==> src/rtl/sch_issue_ctl_if.sv <==
// Issue/hazard controller bus.
// Groups the decode-side instruction fields and the downstream controls into
// one bundle. The hazard-control results go back to the pipeline registers.
//   master : drives decode fields, ext_stall, alu_mispredict; receives controls
//   slave  : the controller; receives decode fields, drives stall/flush/issue
interface sch_issue_ctl_if;
    logic        dec_valid;
    logic        dec_uses_rs;
    logic [4:0]  dec_rs_addr;
    logic        dec_uses_rt;
    logic [4:0]  dec_rt_addr;
    logic        dec_uses_rw;
    logic [4:0]  dec_rw_addr;
    logic        dec_is_load;
    logic        ext_stall;
    logic        alu_mispredict;
    logic        up_stall;
    logic        up_flush;
    logic        sch_stall;
    logic        sch_flush;
    logic        issue;
    logic [31:0] busy_mask;

    modport master (
        output dec_valid, dec_uses_rs, dec_rs_addr, dec_uses_rt, dec_rt_addr,
               dec_uses_rw, dec_rw_addr, dec_is_load, ext_stall, alu_mispredict,
        input  up_stall, up_flush, sch_stall, sch_flush, issue, busy_mask
    );

    modport slave (
        input  dec_valid, dec_uses_rs, dec_rs_addr, dec_uses_rt, dec_rt_addr,
               dec_uses_rw, dec_rw_addr, dec_is_load, ext_stall, alu_mispredict,
        output up_stall, up_flush, sch_stall, sch_flush, issue, busy_mask
    );
endinterface

==> src/rtl/sch_issue_ctl.sv <==
// Issue/hazard controller for the scheduling stage.
// Keeps a per-register load-use countdown scoreboard and produces the stall /
// flush controls for the fetch/decode registers and the scheduling register.
// Ports:
//   clk    : clock
//   rst_n  : synchronous reset, active low (all outputs forced 0 while low)
//   bus    : sch_issue_ctl_if.slave (decode fields, ext_stall, alu_mispredict
//            in; up_stall, up_flush, sch_stall, sch_flush, issue, busy_mask out)
//
// Control priority (combinational):
//   state          | meaning
//   stall          | ext_stall: freeze everything, remember any mispredict
//   flush          | mispredict now or deferred: flush both registers
//   bubble         | load-use hazard: hold decode, insert bubble
//   issue          | decode instruction advances into scheduling register
module sch_issue_ctl #(
    parameter int LOAD_LAT = 2,
    parameter int CNT_W    = 2
) (
    input  logic           clk,
    input  logic           rst_n,
    sch_issue_ctl_if.slave bus
);

    localparam logic [CNT_W-1:0] LAT = CNT_W'(LOAD_LAT);

    logic [CNT_W-1:0] cnt_q [1:31];
    logic [CNT_W-1:0] cnt_d [1:31];
    logic             pend_flush_q, pend_flush_d;
    logic             sch_load_vld_q, sch_load_vld_d;
    logic [4:0]       sch_load_rw_q, sch_load_rw_d;

    logic [31:0] busy_vec;
    logic        haz;
    logic        flush_req;
    logic        flush_take;
    logic        issue_c;
    logic        load_set;

    always_comb begin
        busy_vec = '0;
        for (int r = 1; r < 32; r++) begin
            busy_vec[r] = (cnt_q[r] != '0);
        end
    end

    // busy_vec[0] is constant 0, so r0 never hazards.
    assign haz = bus.dec_valid &
                 ((bus.dec_uses_rs & busy_vec[bus.dec_rs_addr]) |
                  (bus.dec_uses_rt & busy_vec[bus.dec_rt_addr]));

    assign flush_req  = bus.alu_mispredict | pend_flush_q;
    assign flush_take = ~bus.ext_stall & flush_req;
    assign issue_c    = ~bus.ext_stall & ~flush_req & ~haz & bus.dec_valid;
    assign load_set   = issue_c & bus.dec_is_load & bus.dec_uses_rw &
                        (bus.dec_rw_addr != 5'd0);

    always_comb begin
        bus.up_stall  = 1'b0;
        bus.up_flush  = 1'b0;
        bus.sch_stall = 1'b0;
        bus.sch_flush = 1'b0;
        bus.issue     = 1'b0;
        bus.busy_mask = '0;
        if (rst_n) begin
            bus.busy_mask = busy_vec;
            if (bus.ext_stall) begin
                bus.up_stall  = 1'b1;
                bus.sch_stall = 1'b1;
            end else if (flush_req) begin
                bus.up_flush  = 1'b1;
                bus.sch_flush = 1'b1;
            end else if (haz) begin
                bus.up_stall  = 1'b1;
                bus.sch_flush = 1'b1;
            end else begin
                bus.issue = bus.dec_valid;
            end
        end
    end

    always_comb begin
        // A mispredict seen under stall is remembered until the first
        // advancing cycle, which is necessarily the flush cycle.
        pend_flush_d   = bus.ext_stall & (pend_flush_q | bus.alu_mispredict);
        sch_load_vld_d = sch_load_vld_q;
        sch_load_rw_d  = sch_load_rw_q;
        for (int r = 1; r < 32; r++) begin
            cnt_d[r] = cnt_q[r];
        end
        if (!bus.ext_stall) begin
            sch_load_vld_d = load_set;
            sch_load_rw_d  = bus.dec_rw_addr;
            for (int r = 1; r < 32; r++) begin
                if (load_set && bus.dec_rw_addr == 5'(r)) begin
                    cnt_d[r] = LAT;
                end else if (flush_take && sch_load_vld_q && sch_load_rw_q == 5'(r)) begin
                    // The flushed load never writes back; release its register.
                    cnt_d[r] = '0;
                end else if (cnt_q[r] != '0) begin
                    cnt_d[r] = cnt_q[r] - CNT_W'(1);
                end
            end
        end
    end

    always_ff @(posedge clk) begin
        if (!rst_n) begin
            pend_flush_q   <= 1'b0;
            sch_load_vld_q <= 1'b0;
            sch_load_rw_q  <= 5'd0;
            for (int r = 1; r < 32; r++) begin
                cnt_q[r] <= '0;
            end
        end else begin
            pend_flush_q   <= pend_flush_d;
            sch_load_vld_q <= sch_load_vld_d;
            sch_load_rw_q  <= sch_load_rw_d;
            for (int r = 1; r < 32; r++) begin
                cnt_q[r] <= cnt_d[r];
            end
        end
    end

endmodule
==> src/flat_wrapper.sv <==
// flat-port wrapper written by rule: the top's interface ports become plain ports
module sch_issue_ctl_flat 
#(
    parameter int LOAD_LAT = 2,
    parameter int CNT_W    = 2
)
  (clk, rst_n, bus_dec_valid, bus_dec_uses_rs, bus_dec_rs_addr, bus_dec_uses_rt, bus_dec_rt_addr, bus_dec_uses_rw, bus_dec_rw_addr, bus_dec_is_load, bus_ext_stall, bus_alu_mispredict, bus_up_stall, bus_up_flush, bus_sch_stall, bus_sch_flush, bus_issue, bus_busy_mask);
  sch_issue_ctl_if bus_i ();
  input  logic clk;
  input  logic rst_n;
  input wire logic [$bits(bus_i.dec_valid)-1:0] bus_dec_valid;
  input wire logic [$bits(bus_i.dec_uses_rs)-1:0] bus_dec_uses_rs;
  input wire logic [$bits(bus_i.dec_rs_addr)-1:0] bus_dec_rs_addr;
  input wire logic [$bits(bus_i.dec_uses_rt)-1:0] bus_dec_uses_rt;
  input wire logic [$bits(bus_i.dec_rt_addr)-1:0] bus_dec_rt_addr;
  input wire logic [$bits(bus_i.dec_uses_rw)-1:0] bus_dec_uses_rw;
  input wire logic [$bits(bus_i.dec_rw_addr)-1:0] bus_dec_rw_addr;
  input wire logic [$bits(bus_i.dec_is_load)-1:0] bus_dec_is_load;
  input wire logic [$bits(bus_i.ext_stall)-1:0] bus_ext_stall;
  input wire logic [$bits(bus_i.alu_mispredict)-1:0] bus_alu_mispredict;
  output wire logic [$bits(bus_i.up_stall)-1:0] bus_up_stall;
  output wire logic [$bits(bus_i.up_flush)-1:0] bus_up_flush;
  output wire logic [$bits(bus_i.sch_stall)-1:0] bus_sch_stall;
  output wire logic [$bits(bus_i.sch_flush)-1:0] bus_sch_flush;
  output wire logic [$bits(bus_i.issue)-1:0] bus_issue;
  output wire logic [$bits(bus_i.busy_mask)-1:0] bus_busy_mask;
  assign bus_i.dec_valid = bus_dec_valid;
  assign bus_i.dec_uses_rs = bus_dec_uses_rs;
  assign bus_i.dec_rs_addr = bus_dec_rs_addr;
  assign bus_i.dec_uses_rt = bus_dec_uses_rt;
  assign bus_i.dec_rt_addr = bus_dec_rt_addr;
  assign bus_i.dec_uses_rw = bus_dec_uses_rw;
  assign bus_i.dec_rw_addr = bus_dec_rw_addr;
  assign bus_i.dec_is_load = bus_dec_is_load;
  assign bus_i.ext_stall = bus_ext_stall;
  assign bus_i.alu_mispredict = bus_alu_mispredict;
  assign bus_up_stall = bus_i.up_stall;
  assign bus_up_flush = bus_i.up_flush;
  assign bus_sch_stall = bus_i.sch_stall;
  assign bus_sch_flush = bus_i.sch_flush;
  assign bus_issue = bus_i.issue;
  assign bus_busy_mask = bus_i.busy_mask;
  sch_issue_ctl #(.LOAD_LAT(LOAD_LAT), .CNT_W(CNT_W)) u_core (.clk(clk), .rst_n(rst_n), .bus(bus_i));
endmodule
==> config.mk <==
export PLATFORM = sky130hd
export DESIGN_NAME = sch_issue_ctl_flat
export DESIGN_NICKNAME = d
export VERILOG_FILES = /design/src/rtl/sch_issue_ctl_if.sv /design/src/rtl/sch_issue_ctl.sv /design/src/flat_wrapper.sv
export SDC_FILE = /design/constraint.sdc
export NUM_CORES = 1
export LEC_CHECK = 0
export BUFFER_PORTS_ARGS = -buffer_cell sky130_fd_sc_hd__buf_2
export CAP_MARGIN = 0
export CORE_MARGIN = 2
export CORE_UTILIZATION = 45
export CTS_BUF_LIST = sky130_fd_sc_hd__clkbuf_8
export CTS_CLUSTER_SIZE = 24
export DETAILED_ROUTE_END_ITERATION = 8
export RECOVER_POWER = 100
export SLEW_MARGIN = 0
export SYNTH_ARGS = -nofsm -noshare
export SYNTH_HDL_FRONTEND = slang
export SYNTH_SLANG_ARGS = --single-unit
==> constraint.sdc <==
create_clock -name clk -period 10.1 [get_ports clk]
set_clock_uncertainty 0.15 [all_clocks]
set_input_delay 2.525 -clock clk [delete_from_list [all_inputs] [get_ports clk]]
set_output_delay 2.525 -clock clk [all_outputs]
set_load 0.05 [all_outputs]
==> flow_summary_export.csv, run 1 <==
group,metric,value,unit
outcome,status,"finished with violations",
outcome,violations,"capacitance limit, slew limit",
setup_path,rrSetupSlack,6.79,ns
floorplan,initial_core_util,46.1,%
placement,placed_cell_area,0.00554,mm²
timing,slew_viol_final,133,
clock_tree,clk_latency,0.38,ns
setup_path,reg2reg_from,"u_core.pend_flush_q$_SDFF_PN0_",
timing,tns,0,ns
logic_synthesis,muxShareOfSynthArea,7.45,%
clock_tree,cts.clk_slew.worst_paths,0.07,ns
floorplan,core_region_area,0.0114,mm²
grt,grt_pass1_wl,26.6,mm
clock_tree,clock_sinks,69,
setup_path,startpoint,"rst_n",
power,leakage,0.00198,µW
finish,utilization,50.1,%
timing,relSlewSlack,-136,%
logic_synthesis,synth_xor_area_share,0,%
power,pwr_density_cell,235,mW/mm²
floorplan,die_x,112,µm
logic_synthesis,netlist_area,0.00524,mm²
logic_synthesis,synth_top_area_cell,"dfxtp_1",
logic_synthesis,synth_enable_flop_cells,0,
placement,gp_congestion,0.867,
placement,dp_hpwl,11.5,mm
clock_tree,post_cts_buffers,0,
setup_path,critPathKind,"input pin to output pin",
timing,rsz0062_at_grt,"no",
drt,initialDrtViolationCount,512,
logic_synthesis,syn-num-nets,777,
floorplan,ioPinCount,61,
logic_synthesis,synth_cell_types,58,
hold_path,min-delay-start,"u_core.cnt_q[0][52]$_SDFFE_PN0P_",
clock_tree,cts_tree,"yes",
timing,max_freq,0.121,GHz
drt,vias,5395,
logic_synthesis,syn_area_per_cell,7.26,µm²
finish,final_common_cell,"nor2_1",
grt,grt_max_degree,79,
finish,areaGrowthSynthToFinish,8.62,%
setup_path,cp-end-kind,"output pin",
hold_path,whs_path_depth,1,
power,ir_drop,0.000151,V
logic_synthesis,ys_top_cells_by_area,"dfxtp_1 (26%), ha_1 (7.4%), nor2_1 (5.6%), o21ai_0 (5.3%), inv_1 (5.1%)",
grt,antenna_found_initial,0,
clock_tree,cts_hold_buf,0,
setup_path,cp.arrival,5.56,ns
hold_path,whs_endpoint,"u_core.cnt_q[0][52]$_SDFFE_PN0P_",
grt,grt_pass1_vias,5072,
timing,whs,0.320,ns
finish,final_cell_mix,"nor2_1 (77), inv_1 (72), dfxtp_1 (69)",
finish,final_cell_area,0.00569,mm²
logic_synthesis,synthAdderAreaFrac,7.40,%
timing,final_hold_viol_count,0,
timing,tightest_slew,3.54,ns
timing,post-route-period-util,81.5,%
setup_path,worstRegToRegCells,6,
floorplan,die_h,112,µm
logic_synthesis,syn_inst,722,
finish,antenna_cells,0,
logic_synthesis,synth_compound_area_share,21.0,%
logic_synthesis,ys.flop_type,"dfxtp_1",
drt,drt-total-wl,16.2,mm
logic_synthesis,yosys.area_share.simple,28.5,%
run,maxCapViolCount,2,
clock_tree,htree_levels,3,
logic_synthesis,ys_seq_area_share,26.3,%
placement,port_buffers,59,
drt,wl_per_cell,18.0,µm
clock_tree,cts-root-buf,"clkbuf_8",
timing,finalSetupViolCount,0,
clock_tree,cts_resized,0,
floorplan,num_rows,39,
floorplan,dieArea,0.0125,mm²
clock_tree,clockBufferDepth,2,
grt,grtUsageTotal,26.7,%
logic_synthesis,netlist.area_leader.share,26.3,%
logic_synthesis,synth-seq-cells,69,
timing,period_needed,8.23,ns
drt,post-route-drc-count,0,
finish,drive_gt1_share,7.40,%
drt,via_per_inst,5.99,
setup_path,cp_max_fo,56,
logic_synthesis,async_flop_share,0,%
hold_path,holdCritPathClass,"flip-flop to flip-flop",
grt,overflow,0,
logic_synthesis,synth_top_family_by_area,"simple AND/OR/NAND/NOR gates",
power,finalPower,1340,µW
drt,ant_nets,0,
setup_path,crit_required,7.43,ns
drt,firstDrtPassIters,5,
clock_tree,numCtsBuffers,9,
finish,nets,807,
setup_path,worstReg2RegEnd,"u_core.cnt_q[0][26]$_SDFFE_PN0P_",
logic_synthesis,ys_warn_count,0,
setup_path,start_kind,"input pin",
==> flip-flops by register name, indices dropped and copies added, names as in the netlist <==
register,flops
u_core.sch_load_rw_q,5
u_core.sch_load_vld_q,1
u_core.pend_flush_q,1
u_core.cnt_q,62
==> synth_stat cells (all sizes together) (3+ instances only) <==
library cell	n
o22ai	16
o21a	22
buf	17
nand2b	6
nor4	20
dfxtp	69
o41ai	5
or4	3
and2	6
clkbuf	27
mux2i	21
inv	71
nor2	79
o21ai	65
mux4	8
nor4b	6
o31ai	9
a31oi	6
or3	16
nor3	32
a21oi	25
ha	31
nor2b	22
nand4	8
o31a	3
nand2	68
nand3	23
nand3b	5
o211ai	10
==> cell families (layout without fill, tap and decap cells) <==
kind of cell    count (synthesis)  after routing
flops                          69             69
fa+ha+maj                      31             31
mux                            29             29
buf+inv                       117            152
simple gates                  299            299
compound gates                176            176
other cells                     1              1
==> per-stage QoR <==
stage               setup slack [ns]  std cells
floorplan                       2.61        722
global placement                2.71        884
detailed placement              2.67        884
CTS                             2.63        900
global route                    1.56        900
finish                          1.87        900
==> layer usage <==
metal | part of all wire [%] | track usage, % | vias to the layer above
li1 | - | - | 2624
met1 | 46 | 36.8 | 2545
met2 | 45 | 40.8 | 200
met3 | 7.8 | 7.51 | 26
met4 | 1.6 | 8.21 | 0
met5 | 0 | 0 | -
==> how the worst max path moves through the flow <==
stage	end	depth (start not counted)
CTS	bus_up_stall	8
floorplan	bus_up_stall	8
global placement	bus_up_stall	8
finish	bus_busy_mask[28]	6
global route	bus_busy_mask[28]	6
detailed placement	bus_up_stall	8
==> cell type report <==
class | count | area, µm²
timing repair buffer | 63 | 273
inverter | 73 | 274
fill | 1186 | 5680
clock buffer | 11 | 151
multi-input combinational | 536 | 3360
clock inverter | 5 | 73.8
sequential | 69 | 1380
tap | 143 | 179
==> critical path: stages <==
cell,delay [ns]
buf_2,0.09
buf_4,0.32
clkinv_1,0.15
clkbuf_1,1.74
nor2_1,0.30
clkbuf_1,0.41
==> where the power goes <==
| group | internal, µW | switching (µW) | total (µW) |
|---|---|---|---|
| Clock | 151 | 114 | 264 |
| Combinational | 248 | 442 | 689 |
| Sequential | 341 | 44.8 | 386 |
| Total | 740 | 600 | 1340 |
Note: power is estimated with default switching activity, not from simulation.
==> run 2, diff against run 1 <==
Settings changed: PLACE_DENSITY set to 0.67.
Clock period 10.1 ns to 7 ns, I/O delays scaled along.
==> run 2 against run 1 <==
The run still ends with capacitance limit, slew limit left. Core utilization grew 0.25 points. Critical path type unchanged. First-iteration DRC count grew 42%. Combinational power grew 48%. Final area grew 0.51%. Sequential share of layout area shrank 0.12 points. Via count grew 3.4%. Clock power grew 54%. Die area is the same. Flip-flop and latch count is the same. Sequential power grew 45%.
==> flow_summary_export.csv, run 2 (same netlist as run 1, synthesis figures left out) <==
group,metric,value,unit
outcome,status,"finished with violations",
outcome,violations,"capacitance limit, slew limit",
setup_path,crit_top_cell,"clkbuf_1",
finish,final_common_cell,"nor2_1",
setup_path,cpLargestDelayFamily,"buffers and inverters",
drt,via_per_inst,6.18,
setup_path,cp-end-kind,"output pin",
setup_path,cp_max_fo,55,
floorplan,die_x,112,µm
clock_tree,clock_sinks,69,
clock_tree,cts-root-buf,"clkbuf_8",
grt,grt_pass1_wl,26.1,mm
finish,final_cell_mix,"nor2_1 (78), inv_1 (73), dfxtp_1 (69)",
setup_path,reg2reg_from,"u_core.cnt_q[0][42]$_SDFFE_PN0P_",
timing,period_needed,5.98,ns
setup_path,max_stage_delay,0.91,ns
setup_path,crit_buf_inv,3,
setup_path,startpoint,"rst_n",
setup_path,crit_end,"bus_issue",
clock_tree,post_cts_buffers,0,
placement,dp.cells,887,
floorplan,core_region_area,0.0114,mm²
placement,port_buffers,59,
finish,areaGrowthSynthToFinish,9.16,%
timing,slew_viol_final,79,
finish,nets,810,
floorplan,dieArea,0.0125,mm²
power,leakage,0.00200,µW
timing,tightest_slew,3.39,ns
clock_tree,htree_levels,3,
floorplan,num_rows,39,
floorplan,initial_core_util,46.1,%
timing,relSlewSlack,-126,%
setup_path,rrSetupSlack,3.80,ns
power,ir_drop,0.000153,V
drt,firstDrtPassIters,5,
finish,final_cells,903,
hold_path,holdCritPathClass,"flip-flop to flip-flop",
power,pwr_density_cell,347,mW/mm²
floorplan,ioPinCount,61,
timing,max_freq,0.167,GHz
setup_path,start_kind,"input pin",
finish,largest_register_ffs,62,
clock_tree,clk_latency,0.36,ns
clock_tree,cts_resized,0,
drt,wl_per_cell,17.9,µm
grt,overflow,0,
setup_path,cp.depth,5,
clock_tree,cts_hold_buf,0,
placement,dp_hpwl,11.5,mm
grt,antenna_found_initial,0,
setup_path,cp.arrival,4.08,ns
timing,final_hold_viol_count,0,
drt,post-route-drc-count,0,
setup_path,crit_chain,"clkbuf_1 > clkbuf_2 > nand2_1 > nor3_1 > clkbuf_1",
setup_path,worstRegToRegCells,9,
clock_tree,clockBufferDepth,2,
finish,drive_gt1_share,7.24,%
finish,regMostFlops,"u_core.cnt_q",
timing,post-route-period-util,85.4,%
finish,utilization,50.3,%
setup_path,critPathKind,"input pin to output pin",
clock_tree,cts.clk_slew.worst_paths,0.08,ns
placement,gp_congestion,0.857,
finish,biggestRegsByFlops,"u_core.cnt_q (62), u_core.sch_load_rw_q (5)",
setup_path,crit_required,5.10,ns
power,finalPower,1990,µW
drt,ant_nets,0,
timing,finalSetupViolCount,0,
timing,tns,0,ns
run,maxCapViolCount,1,
drt,vias,5580,
finish,antenna_cells,0,
clock_tree,numCtsBuffers,9,
floorplan,die_h,112,µm
drt,drt-total-wl,16.1,mm
drt,initialDrtViolationCount,729,
clock_tree,cts_tree,"yes",
grt,grt_pass1_vias,5185,
timing,rsz0062_at_grt,"no",
setup_path,crit_slowest_cell,"clkbuf_2",
setup_path,worstReg2RegEnd,"u_core.cnt_q[0][26]$_SDFFE_PN0P_",
grt,grt_max_degree,79,
grt,grtUsageTotal,25.7,%
==> run 2: where the power goes <==
group	internal [µW]	switching [µW]	leakage [µW]
sequential	492	65.4	0.000562
clock	244	162	0.000129
combinational	361	663	0.00131
==> run 2: worst min-delay path by stage <==
stage | end | from | cells after the start
finish | u_core.sch_load_vld_q$_SDFFE_PN0N_ | u_core.sch_load_vld_q$_SDFFE_PN0N_ | 2
global route | u_core.sch_load_vld_q$_SDFFE_PN0N_ | u_core.sch_load_vld_q$_SDFFE_PN0N_ | 2
CTS | u_core.cnt_q[0][52]$_SDFFE_PN0P_ | u_core.cnt_q[0][52]$_SDFFE_PN0P_ | 1
detailed placement | u_core.cnt_q[0][52]$_SDFFE_PN0P_ | u_core.cnt_q[0][52]$_SDFFE_PN0P_ | 1
global placement | u_core.cnt_q[0][52]$_SDFFE_PN0P_ | u_core.cnt_q[0][52]$_SDFFE_PN0P_ | 1
floorplan | u_core.cnt_q[0][52]$_SDFFE_PN0P_ | u_core.cnt_q[0][52]$_SDFFE_PN0P_ | 1
==> run 2: final cells by class <==
type / instances / area, µm²
clock buffers: 10 / 138
clock inverters: 6 / 103
fillers: 1125 / 5650
inverters: 73 / 274
multi-input cells: 536 / 3360
flip-flops and latches: 69 / 1380
well taps: 143 / 179
repair buffers: 66 / 287
==> run 2: layer usage <==
| layer | track usage, % | vias to the layer above | routed length (µm) |
|---|---|---|---|
| li1 | - | 2624 | - |
| met1 | 36.0 | 2612 | 6980 |
| met2 | 39.6 | 317 | 6970 |
| met3 | 4.46 | 27 | 1770 |
| met4 | 10.4 | 0 | 416 |
| met5 | 0 | - | 0 |
==> run 2: per-stage QoR <==
step	hold slack [ns]	setup slack (ns)	area [µm²]
4_1_cts	0.326	1.29	5800
5_1_grt	0.361	0.863	5720
6_report	0.333	1.02	5720
3_3_place_gp	0.296	1.34	5560
3_5_place_dp	0.313	1.30	5560
2_1_floorplan	0.280	1.06	5240
==> run 2: worst reg2reg max path, delay by kind of cell (launching register included) <==
kind	cells	cell delay [ns]
flops	1	0.34
fa+ha+maj	1	0.32
buf+inv	1	0.06
mux	1	0.28
compound gates	1	0.26
simple gates	5	1.67
